**config.mk**
```make
export PLATFORM = sky130hd
export DESIGN_NAME = stego_ctrl_fsm
export DESIGN_NICKNAME = d
export VERILOG_FILES = /design/src/rtl/stego_ctrl_fsm.sv
export SDC_FILE = /design/constraint.sdc
export NUM_CORES = 1
export LEC_CHECK = 0
export ABC_AREA = 1
export BUFFER_PORTS_ARGS = -buffer_cell sky130_fd_sc_hd__buf_2
export CAP_MARGIN = 30
export CELL_PAD_IN_SITES_DETAIL_PLACEMENT = 1
export CELL_PAD_IN_SITES_GLOBAL_PLACEMENT = 1
export CORE_ASPECT_RATIO = 0.7
export CORE_MARGIN = 2
export CORE_UTILIZATION = 40
export DETAILED_ROUTE_END_ITERATION = 12
export PLACE_DENSITY_LB_ADDON = 0.1
export SETUP_SLACK_MARGIN = 0.02
export SLEW_MARGIN = 30
export SYNTH_ARGS = -nofsm -noshare
export SYNTH_HDL_FRONTEND = slang
export SYNTH_SLANG_ARGS = --single-unit
```
**constraint.sdc**
```tcl
create_clock -name clk -period 9.42 [get_ports clk]
set_input_delay 2.826 -clock clk [delete_from_list [all_inputs] [get_ports clk]]
set_output_delay 2.826 -clock clk [all_outputs]
set_load 0.1 [all_outputs]
```
**src/rtl/stego_ctrl_fsm.sv**
```systemverilog
// ---------------------------------------------------------------------------
// stego_ctrl_fsm
//   Job sequencer for the steganography core. Latches mode, LSB depth and the
//   job sizes once per job, fires a one-cycle start pulse into the
//   embed/extract datapath, counts output beats, watches for stalls and
//   reports done/busy/error/aborted/timeout status to the register bank.
//
// Ports
//   clk             system clock
//   reset           asynchronous active-low reset
//   control_signal  [0] enable (0 = soft reset), [1] start, [2] sgp_mode,
//                   [3] ps_enb, [4+:LSB_SEL_W] lsb_sel, [7] abort
//   picture_size    pixel bytes available in the cover image
//   message_size    symbols to embed/extract
//   respond_signal  [0] done, [1] busy, [2] error, [3] aborted, [4] timeout
//   out_beat        one output word accepted downstream this cycle
//   out_finish      datapath end-of-job flag
//   dp_reset        active-high datapath reset
//   dp_start        one-cycle job start pulse
//   sgp_mode        latched mode (0 embed, 1 extract); out_sel mirrors it
//   ps_enb          pass-through of control_signal[3]
//   lsb_depth       latched depth 1/2/4/8
//   pixel_size, secret_size, output_size   latched job sizes
// ---------------------------------------------------------------------------
module stego_ctrl_fsm #(
    parameter int REG_WIDTH    = 32,
    parameter int BITS_PER_SYM = 8,
    parameter int LSB_SEL_W    = 2,
    parameter int TIMEOUT      = 4096
) (
    input  logic                 clk,
    input  logic                 reset,
    input  logic [REG_WIDTH-1:0] control_signal,
    input  logic [REG_WIDTH-1:0] picture_size,
    input  logic [REG_WIDTH-1:0] message_size,
    output logic [REG_WIDTH-1:0] respond_signal,
    input  logic                 out_beat,
    input  logic                 out_finish,
    output logic                 dp_reset,
    output logic                 dp_start,
    output logic                 sgp_mode,
    output logic                 ps_enb,
    output logic [3:0]           lsb_depth,
    output logic                 out_sel,
    output logic [REG_WIDTH-1:0] pixel_size,
    output logic [REG_WIDTH-1:0] secret_size,
    output logic [REG_WIDTH-1:0] output_size
);

    localparam int WIDE_W = 2 * REG_WIDTH;
    localparam int WD_W   = $clog2(TIMEOUT + 1);

    typedef enum logic [2:0] {
        S_IDLE, S_CHECK, S_RUN, S_DONE, S_ERROR, S_ABORT, S_HOLD
    } state_t;

    // Pixels needed to carry msg symbols at 2^sel bits per pixel, rounded up.
    function automatic logic [WIDE_W-1:0] ceil_pix(input logic [REG_WIDTH-1:0] msg,
                                                   input logic [LSB_SEL_W-1:0] sel);
        logic [WIDE_W-1:0] bits;
        logic [WIDE_W-1:0] depth;
        bits  = WIDE_W'(msg) * WIDE_W'(BITS_PER_SYM);
        depth = WIDE_W'(1) << sel;
        return (bits + depth - WIDE_W'(1)) >> sel;
    endfunction

    state_t                 state_q;
    logic                   start_prev_q;
    logic                   mode_q;
    logic [LSB_SEL_W-1:0]   lsb_sel_q;
    logic [3:0]             lsb_depth_q;
    logic [REG_WIDTH-1:0]   beat_cnt_q;
    logic [WD_W-1:0]        wd_cnt_q;
    logic                   done_q, busy_q, error_q, aborted_q, timeout_q;
    logic                   dp_reset_q, dp_start_q;
    logic [REG_WIDTH-1:0]   pixel_q, secret_q, output_q;

    logic                   start_edge_d;
    logic [WIDE_W-1:0]      pix_d;
    logic                   bad_size_d;
    logic                   unused_ctl;

    assign start_edge_d = control_signal[1] & ~start_prev_q;
    assign pix_d        = ceil_pix(message_size, lsb_sel_q);
    // Upper-half test catches sizes that do not fit the output registers.
    assign bad_size_d   = (message_size == '0) ||
                          (pix_d > WIDE_W'(picture_size)) ||
                          (pix_d[WIDE_W-1:REG_WIDTH] != '0);
    assign unused_ctl   = ^{control_signal[REG_WIDTH-1:8], control_signal[6]};

    always_ff @(posedge clk or negedge reset) begin
        if (!reset) begin
            state_q      <= S_IDLE;
            // Treat start as already high so a level held through reset never fires.
            start_prev_q <= 1'b1;
            mode_q       <= 1'b0;
            lsb_sel_q    <= '0;
            lsb_depth_q  <= '0;
            beat_cnt_q   <= '0;
            wd_cnt_q     <= '0;
            done_q       <= 1'b0;
            busy_q       <= 1'b0;
            error_q      <= 1'b0;
            aborted_q    <= 1'b0;
            timeout_q    <= 1'b0;
            dp_reset_q   <= 1'b1;
            dp_start_q   <= 1'b0;
            pixel_q      <= '0;
            secret_q     <= '0;
            output_q     <= '0;
        end else if (!control_signal[0]) begin
            state_q      <= S_IDLE;
            // Keep tracking start so releasing soft reset with start high is not an edge.
            start_prev_q <= control_signal[1];
            mode_q       <= 1'b0;
            lsb_sel_q    <= '0;
            lsb_depth_q  <= '0;
            beat_cnt_q   <= '0;
            wd_cnt_q     <= '0;
            done_q       <= 1'b0;
            busy_q       <= 1'b0;
            error_q      <= 1'b0;
            aborted_q    <= 1'b0;
            timeout_q    <= 1'b0;
            dp_reset_q   <= 1'b1;
            dp_start_q   <= 1'b0;
            pixel_q      <= '0;
            secret_q     <= '0;
            output_q     <= '0;
        end else begin
            start_prev_q <= control_signal[1];
            dp_start_q   <= 1'b0;
            dp_reset_q   <= 1'b0;
            case (state_q)
                S_IDLE: begin
                    if (start_edge_d) begin
                        done_q      <= 1'b0;
                        busy_q      <= 1'b0;
                        error_q     <= 1'b0;
                        aborted_q   <= 1'b0;
                        timeout_q   <= 1'b0;
                        mode_q      <= control_signal[2];
                        lsb_sel_q   <= control_signal[4 +: LSB_SEL_W];
                        lsb_depth_q <= 4'(1 << control_signal[4 +: LSB_SEL_W]);
                        state_q     <= S_CHECK;
                    end
                end
                S_CHECK: begin
                    pixel_q    <= pix_d[REG_WIDTH-1:0];
                    secret_q   <= mode_q ? '0 : message_size;
                    output_q   <= mode_q ? message_size : pix_d[REG_WIDTH-1:0];
                    beat_cnt_q <= '0;
                    wd_cnt_q   <= '0;
                    if (bad_size_d) begin
                        error_q <= 1'b1;
                        state_q <= S_ERROR;
                    end else begin
                        busy_q     <= 1'b1;
                        dp_start_q <= 1'b1;
                        state_q    <= S_RUN;
                    end
                end
                S_RUN: begin
                    if (out_beat) begin
                        beat_cnt_q <= beat_cnt_q + REG_WIDTH'(1);
                        wd_cnt_q   <= '0;
                    end else begin
                        wd_cnt_q   <= wd_cnt_q + WD_W'(1);
                    end
                    // Priority: abort, then finish, then watchdog.
                    if (control_signal[7]) begin
                        aborted_q  <= 1'b1;
                        busy_q     <= 1'b0;
                        dp_reset_q <= 1'b1;
                        state_q    <= S_ABORT;
                    end else if (out_finish ||
                                 (out_beat && beat_cnt_q == output_q - REG_WIDTH'(1))) begin
                        done_q  <= 1'b1;
                        busy_q  <= 1'b0;
                        state_q <= S_DONE;
                    end else if (wd_cnt_q == WD_W'(TIMEOUT - 1)) begin
                        error_q   <= 1'b1;
                        timeout_q <= 1'b1;
                        busy_q    <= 1'b0;
                        state_q   <= S_ERROR;
                    end
                end
                S_ABORT: begin
                    state_q <= S_HOLD;
                end
                S_DONE, S_ERROR, S_HOLD: begin
                    if (!control_signal[1]) state_q <= S_IDLE;
                end
                default: state_q <= S_IDLE;
            endcase
        end
    end

    assign respond_signal = {{(REG_WIDTH-5){1'b0}}, timeout_q, aborted_q, error_q, busy_q, done_q};
    assign dp_reset       = dp_reset_q;
    assign dp_start       = dp_start_q;
    assign sgp_mode       = mode_q;
    assign out_sel        = mode_q;
    assign lsb_depth      = lsb_depth_q;
    assign ps_enb         = control_signal[3] & control_signal[0] & reset;
    assign pixel_size     = pixel_q;
    assign secret_size    = secret_q;
    assign output_size    = output_q;

endmodule

```
==> impl_metrics.json, run 1 <==
{
  "r2r_start": "lsb_sel_q[0]",
  "tightest_slew_ns": 0.881,
  "arrival_ns": 7.82,
  "cpLargestDelayFamily": "simple AND/OR/NAND/NOR gates",
  "start_util": 0.410,
  "worstRegToRegCells": 31,
  "synthCells": 1853,
  "synthTopCellsByCount": "nand2_1, inv_1, nor2_1",
  "fin_setup_tns_ns": 0,
  "worst-path-buf-inv": 4,
  "grtUsageMet1": 0.418,
  "track_usage": 0.284,
  "rsz0062_at_grt": "false",
  "path_common_cell": "nand2_1",
  "grt_max_degree": 75,
  "post-cts-setup-buffers": 0,
  "hold_start": "secret_size[4]",
  "ctsHoldBuffers": 0,
  "drc": 0,
  "grt_pass1_wl_mm": 74.2,
  "worst-path-max-fanout": 4,
  "clkTransAtPathRegs_ns": 0.07,
  "clockBufferDepth": 2,
  "gp_congestion": 0.889,
  "busiest_layer": "met2",
  "cts_tree": "built",
  "ys_warn_count": 0,
  "met3_usage": 0.0532,
  "drive_gt1_frac": 0.137,
  "hold_viol": 0,
  "yosysMostFrequentCell": "nand2_1",
  "slowest_delay_ns": 0.41,
  "setup_viol": 0,
  "io_pins": 237,
  "p_sw_uw": 3450,
  "finalCritPeriodShare": 0.793,
  "cts_resized": 0,
  "switching_share": 0.618,
  "comb_power_share": 0.670,
  "fin_area_um2": 14700,
  "maxSlewHeadroom": 0.413,
  "status": "finished clean",
  "placed_cell_area_um2": 14100,
  "synth.avg_cell_area_um2": 6.94,
  "p_int_uw": 2130,
  "grt_antenna_before_repair": 3,
  "r2r_setup_slack_ns": 3.12,
  "die_w_um": 218,
  "hp-class": "reg2reg",
  "whs_endpoint": "secret_size[4]",
  "grt_pass1_vias": 13297,
  "coreArea_um2": 31400,
  "port_buffers": 184,
  "yosys.area.top_type_share": 0.305,
  "drtPass1Iterations": 5,
  "design.die.area_um2": 33600,
  "slowest_stage": "a21oi_1",
  "rr_endpoint": "state_q[2]",
  "hpwl_mm": 36.9,
  "seqPwrFrac": 0.193,
  "drt_iter0_markers": 772,
  "async_flop_share": 1.00,
  "min_period_ns": 7.47,
  "cts_buffers": 17,
  "ys_ff_latch": 159,
  "diodes": 0,
  "routed_wl_mm": 46.8,
  "criticalPathCategory": "in2reg",
  "synth_top_cell_by_area": "dfrtp_1",
  "cts_max_level": 4,
  "avgViaCountPerCell": 5.30,
  "areaGrowthSynthToFinish_pct": 14.2,
  "fin_skew_ns": 0.0132,
  "synth-main-ff-cell": "dfrtp_1",
  "cap_violations": 0,
  "cp-end-kind": "register",
  "synth.cell_area_um2": 12900,
  "root_buffer": "clkbuf_16",
  "wl_per_cell_um": 19.2,
  "antenna_left": 0,
  "num_vias": 12950,
  "fmax_mhz": 134,
  "use_met2": 0.425,
  "crit_path_start_kind": "input pin",
  "synth_area_leaders": "dfrtp_1, nand2_1, ha_1, inv_1, nor2_1",
  "clk_latency_ns": 0.46,
  "power_frac_clock": 0.137,
  "gr-total-overflow": 0,
  "power_uw": 5580,
  "p_per_area_nw_per_um2": 380,
  "ys_types": 59,
  "std_cell_rows": 54,
  "clock-sinks": 159,
  "fin_nets": 2200,
  "ys_seq_area_frac": 0.309,
  "holdPathStages": 1,
  "synth_edf_count": 0,
  "power.leakage_uw": 0.00787,
  "critPathRequiredTime_ns": 9.77,
  "fp.dieH_um": 154,
  "drv_slew": 0,
  "vdd_ir_drop_max_mv": 0.355
}
-- worst register-to-register path, delay by kind of cell (launching register included) --
kind / cells / cell delay, ns
fa+ha+maj: 3 / 0.94
simple gates: 18 / 2.04
xor+xnor: 1 / 0.20
buf+inv: 3 / 0.80
compound gates: 6 / 1.47
flops: 1 / 0.73
-- layout make-up --
class / instances / area [um2]
fill: 4149 / 16700
multi-input combinational: 1356 / 7500
sequential: 159 / 3990
inverter: 282 / 1060
timing repair buffer: 194 / 1010
tap: 420 / 526
clock buffer: 20 / 457
clock inverter: 12 / 158
-- stage by stage --
| stage | hold WS, ns | util | instances | setup WS (ns) |
|---|---|---|---|---|
| after floorplan | 0.442 | - | 1879 | 2.80 |
| after global placement | 0.464 | 0.448 | 2410 | 1.65 |
| after detailed placement | 0.467 | 0.448 | 2410 | 1.58 |
| after CTS | 0.485 | 0.467 | 2442 | 1.99 |
| after global routing | 0.514 | 0.468 | 2443 | 1.38 |
| final | 0.482 | 0.468 | 2443 | 1.95 |
-- power groups by stage --
stage               Clock (uW)  Sequential [uW]  Combinational, uW
floorplan                    0             2080               1830
global route               805             1110               4070
global placement             0             1080               3610
finish                     765             1080               3740
CTS                        781             1080               3720
detailed placement           0             1090               3700
-- registers in the layout, indices dropped and copies added (netlist names) --
signal        count
lsb_sel_q         2
lsb_depth         4
state_q           3
done_q            1
start_prev_q      1
beat_cnt_q       32
timeout_q         1
wd_cnt_q         13
busy_q            1
dp_reset          1
error_q           1
aborted_q         1
out_sel           1
pixel_size       32
output_size      32
dp_start          1
secret_size      32
-- worst max-delay path by stage --
stage | from | end | slack, ns | cells past startpoint
6_report | message_size[0] | state_q[2] | 1.95 | 32
5_1_grt | message_size[0] | state_q[2] | 1.38 | 34
3_5_place_dp | message_size[0] | state_q[2] | 1.58 | 32
4_1_cts | message_size[0] | state_q[2] | 1.99 | 32
2_1_floorplan | control_signal[0] | ps_enb | 2.80 | 2
3_3_place_gp | message_size[0] | state_q[2] | 1.65 | 32
-- kinds of logic after synthesis --
family          after synthesis  share of synthesized area
compound gates              357                      0.164
mux                           3                    0.00243
other cells                   1                   0.000291
simple gates                814                      0.275
buf+inv                     364                      0.116
flops                       159                      0.309
fa+ha+maj                    90                     0.0875
xor+xnor                     65                     0.0453
-- layer usage --
layer | wire (um) | share of wire
met4 | 834 | 0.018
met1 | 23800 | 0.51
met2 | 19700 | 0.42
met5 | 26 | 0.00056
met3 | 2360 | 0.050
-- placed cells by master, fill, tap and decap left out, drive strengths merged, types with 50 or more instances in the layout --
cell,instances
ha,90
xor2,50
nand2,431
buf,194
dfrtp,157
nand3,98
o21ai,149
inv,283
nor2,184
a21oi,115
No activity file was read; power rests on OpenSTA's default activity.
==> run 2, diff against run 1 <==
--- a/config.mk
+++ b/config.mk
@@ -12,7 +12,7 @@
 export CELL_PAD_IN_SITES_GLOBAL_PLACEMENT = 1
 export CORE_ASPECT_RATIO = 0.7
 export CORE_MARGIN = 2
-export CORE_UTILIZATION = 40
+export CORE_UTILIZATION = 37
 export DETAILED_ROUTE_END_ITERATION = 12
 export PLACE_DENSITY_LB_ADDON = 0.1
 export SETUP_SLACK_MARGIN = 0.02
==> constraint.sdc (replaced) <==
create_clock -name clk -period 6.43 [get_ports clk]
set_input_delay 1.929 -clock clk [delete_from_list [all_inputs] [get_ports clk]]
set_output_delay 1.929 -clock clk [all_outputs]
set_load 0.1 [all_outputs]
==> impl_metrics.json, run 2 (synthesized netlist as in run 1, its figures left out) <==
{
  "gp_congestion": 0.891,
  "grt_pass1_vias": 13211,
  "criticalPathCategory": "in2reg",
  "track_usage": 0.269,
  "worst-path-max-fanout": 5,
  "io_pins": 237,
  "drc": 0,
  "grt_pass1_wl_mm": 75.1,
  "dp_slack_ns": -0.113,
  "vdd_ir_drop_max_mv": 0.453,
  "drive_gt1_frac": 0.156,
  "design.die.area_um2": 36300,
  "maxSlewHeadroom": 0.327,
  "root_buffer": "clkbuf_16",
  "clock-sinks": 159,
  "crit_path_start_kind": "input pin",
  "placed_cell_area_um2": 14400,
  "die_w_um": 227,
  "hold_start": "pixel_size[14]",
  "cap_violations": 0,
  "cts_tree": "built",
  "drtPass1Iterations": 5,
  "clockBufferDepth": 2,
  "slowest_delay_ns": 0.33,
  "hpwl_mm": 38.3,
  "grt_max_degree": 74,
  "hp-class": "reg2reg",
  "fp.dieH_um": 160,
  "setup_ws_ns": 0.443,
  "fin_area_um2": 15000,
  "r2r_start": "lsb_sel_q[1]",
  "arrival_ns": 6.34,
  "wl_per_cell_um": 18.8,
  "avgViaCountPerCell": 5.17,
  "tightest_slew_ns": 1.01,
  "rsz0062_at_grt": "false",
  "clkTransAtPathRegs_ns": 0.07,
  "min_period_ns": 5.99,
  "cts_max_level": 4,
  "dp.cells": 2502,
  "slowest_stage": "ha_1",
  "worstRegToRegCells": 34,
  "std_cell_rows": 57,
  "hold_viol": 0,
  "fmax_mhz": 167,
  "rr_endpoint": "state_q[2]",
  "areaGrowthSynthToFinish_pct": 16.9,
  "ctsHoldBuffers": 0,
  "grt_antenna_before_repair": 3,
  "setup_viol": 0,
  "power.leakage_uw": 0.00804,
  "port_buffers": 184,
  "path_common_cell": "nand2_1",
  "drv_slew": 0,
  "fin_nets": 2239,
  "instances_no_fill": 2535,
  "num_vias": 13095,
  "r2r_setup_slack_ns": 1.35,
  "cts_buffers": 17,
  "layout_common_cells": "nand2_1, inv_1, buf_2",
  "critPathRequiredTime_ns": 6.78,
  "routed_wl_mm": 47.8,
  "holdPathStages": 2,
  "start_util": 0.374,
  "antenna_left": 0,
  "whs_endpoint": "pixel_size[14]",
  "p_per_area_nw_per_um2": 549,
  "final_common_cell": "nand2_1",
  "drt_iter0_markers": 836,
  "gr-total-overflow": 0,
  "clk_latency_ns": 0.46,
  "cp-end-kind": "register",
  "finalCritPeriodShare": 0.931,
  "coreArea_um2": 34400,
  "fin_setup_tns_ns": 0,
  "status": "finished clean",
  "fin_skew_ns": 0.0114,
  "holdWs_ns": 0.483
}
## run 2: cell types whose count changed in the layout (fill, tap and decap cells not counted), sizes merged
cell,before,now
buf,194,233
inv,283,287
clkinv,6,4
bufinv,3,2
clkbuf,20,19
diode,0,1
## run 2: area by class of cell
cell class / instances / area, um2
Fill cell: 4512 / 19400
Multi-Input combinational cell: 1356 / 7530
Sequential cell: 159 / 3980
Timing Repair Buffer: 233 / 1300
Inverter: 282 / 1060
Tap cell: 472 / 591
Clock buffer: 19 / 433
Clock inverter: 13 / 149
Antenna cell: 1 / 2.50
## run 2: power by group
group	switching [uW]	total [uW]	internal, uW
clock network	496	1080	581
logic	4310	5650	1340
registers	283	1530	1240
## run 2: worst max-delay path: cells and delay by family
kind            cells  cell delay, ns
compound gates      3            0.45
buf+inv             7            0.67
simple gates       22            2.27
fa+ha+maj           3            0.78
xor+xnor            1            0.22
## run 2: metrics by stage
| stage | util | power [uW] |
|---|---|---|
| final | 0.437 | 8260 |
| after global routing | 0.437 | 8840 |
| after CTS | 0.436 | 8250 |
| after detailed placement | 0.419 | 7130 |
| after global placement | 0.419 | 7040 |
| after floorplan | - | 5720 |
## run 2: repair_timing
item | CTS | global route
setup endpoints to repair | 0 | 5
setup buffers | 0 | 0
endpoints found under the hold margin | 0 | 0
gates resized for setup | 0 | 7
## run 2: worst max path at each step
stage | startpoint | endpoint | slack (ns) | cells past startpoint
after global routing | message_size[0] | state_q[2] | 0.03 | 38
after CTS | message_size[0] | state_q[2] | 0.35 | 36
final | message_size[0] | state_q[2] | 0.44 | 36
after detailed placement | message_size[0] | state_q[2] | -0.11 | 36
after global placement | message_size[0] | state_q[2] | -0.06 | 34
after floorplan | message_size[0] | state_q[2] | 0.90 | 31
## run 2: metal layers
metal / GRT usage / share of wire / vias to the layer above
li1: - / - / 6390
met2: 0.402 / 0.42 / 327
met1: 0.404 / 0.51 / 6341
met5: 0 / 0 / -
met4: 0.0571 / 0.014 / 0
met3: 0.0432 / 0.055 / 37
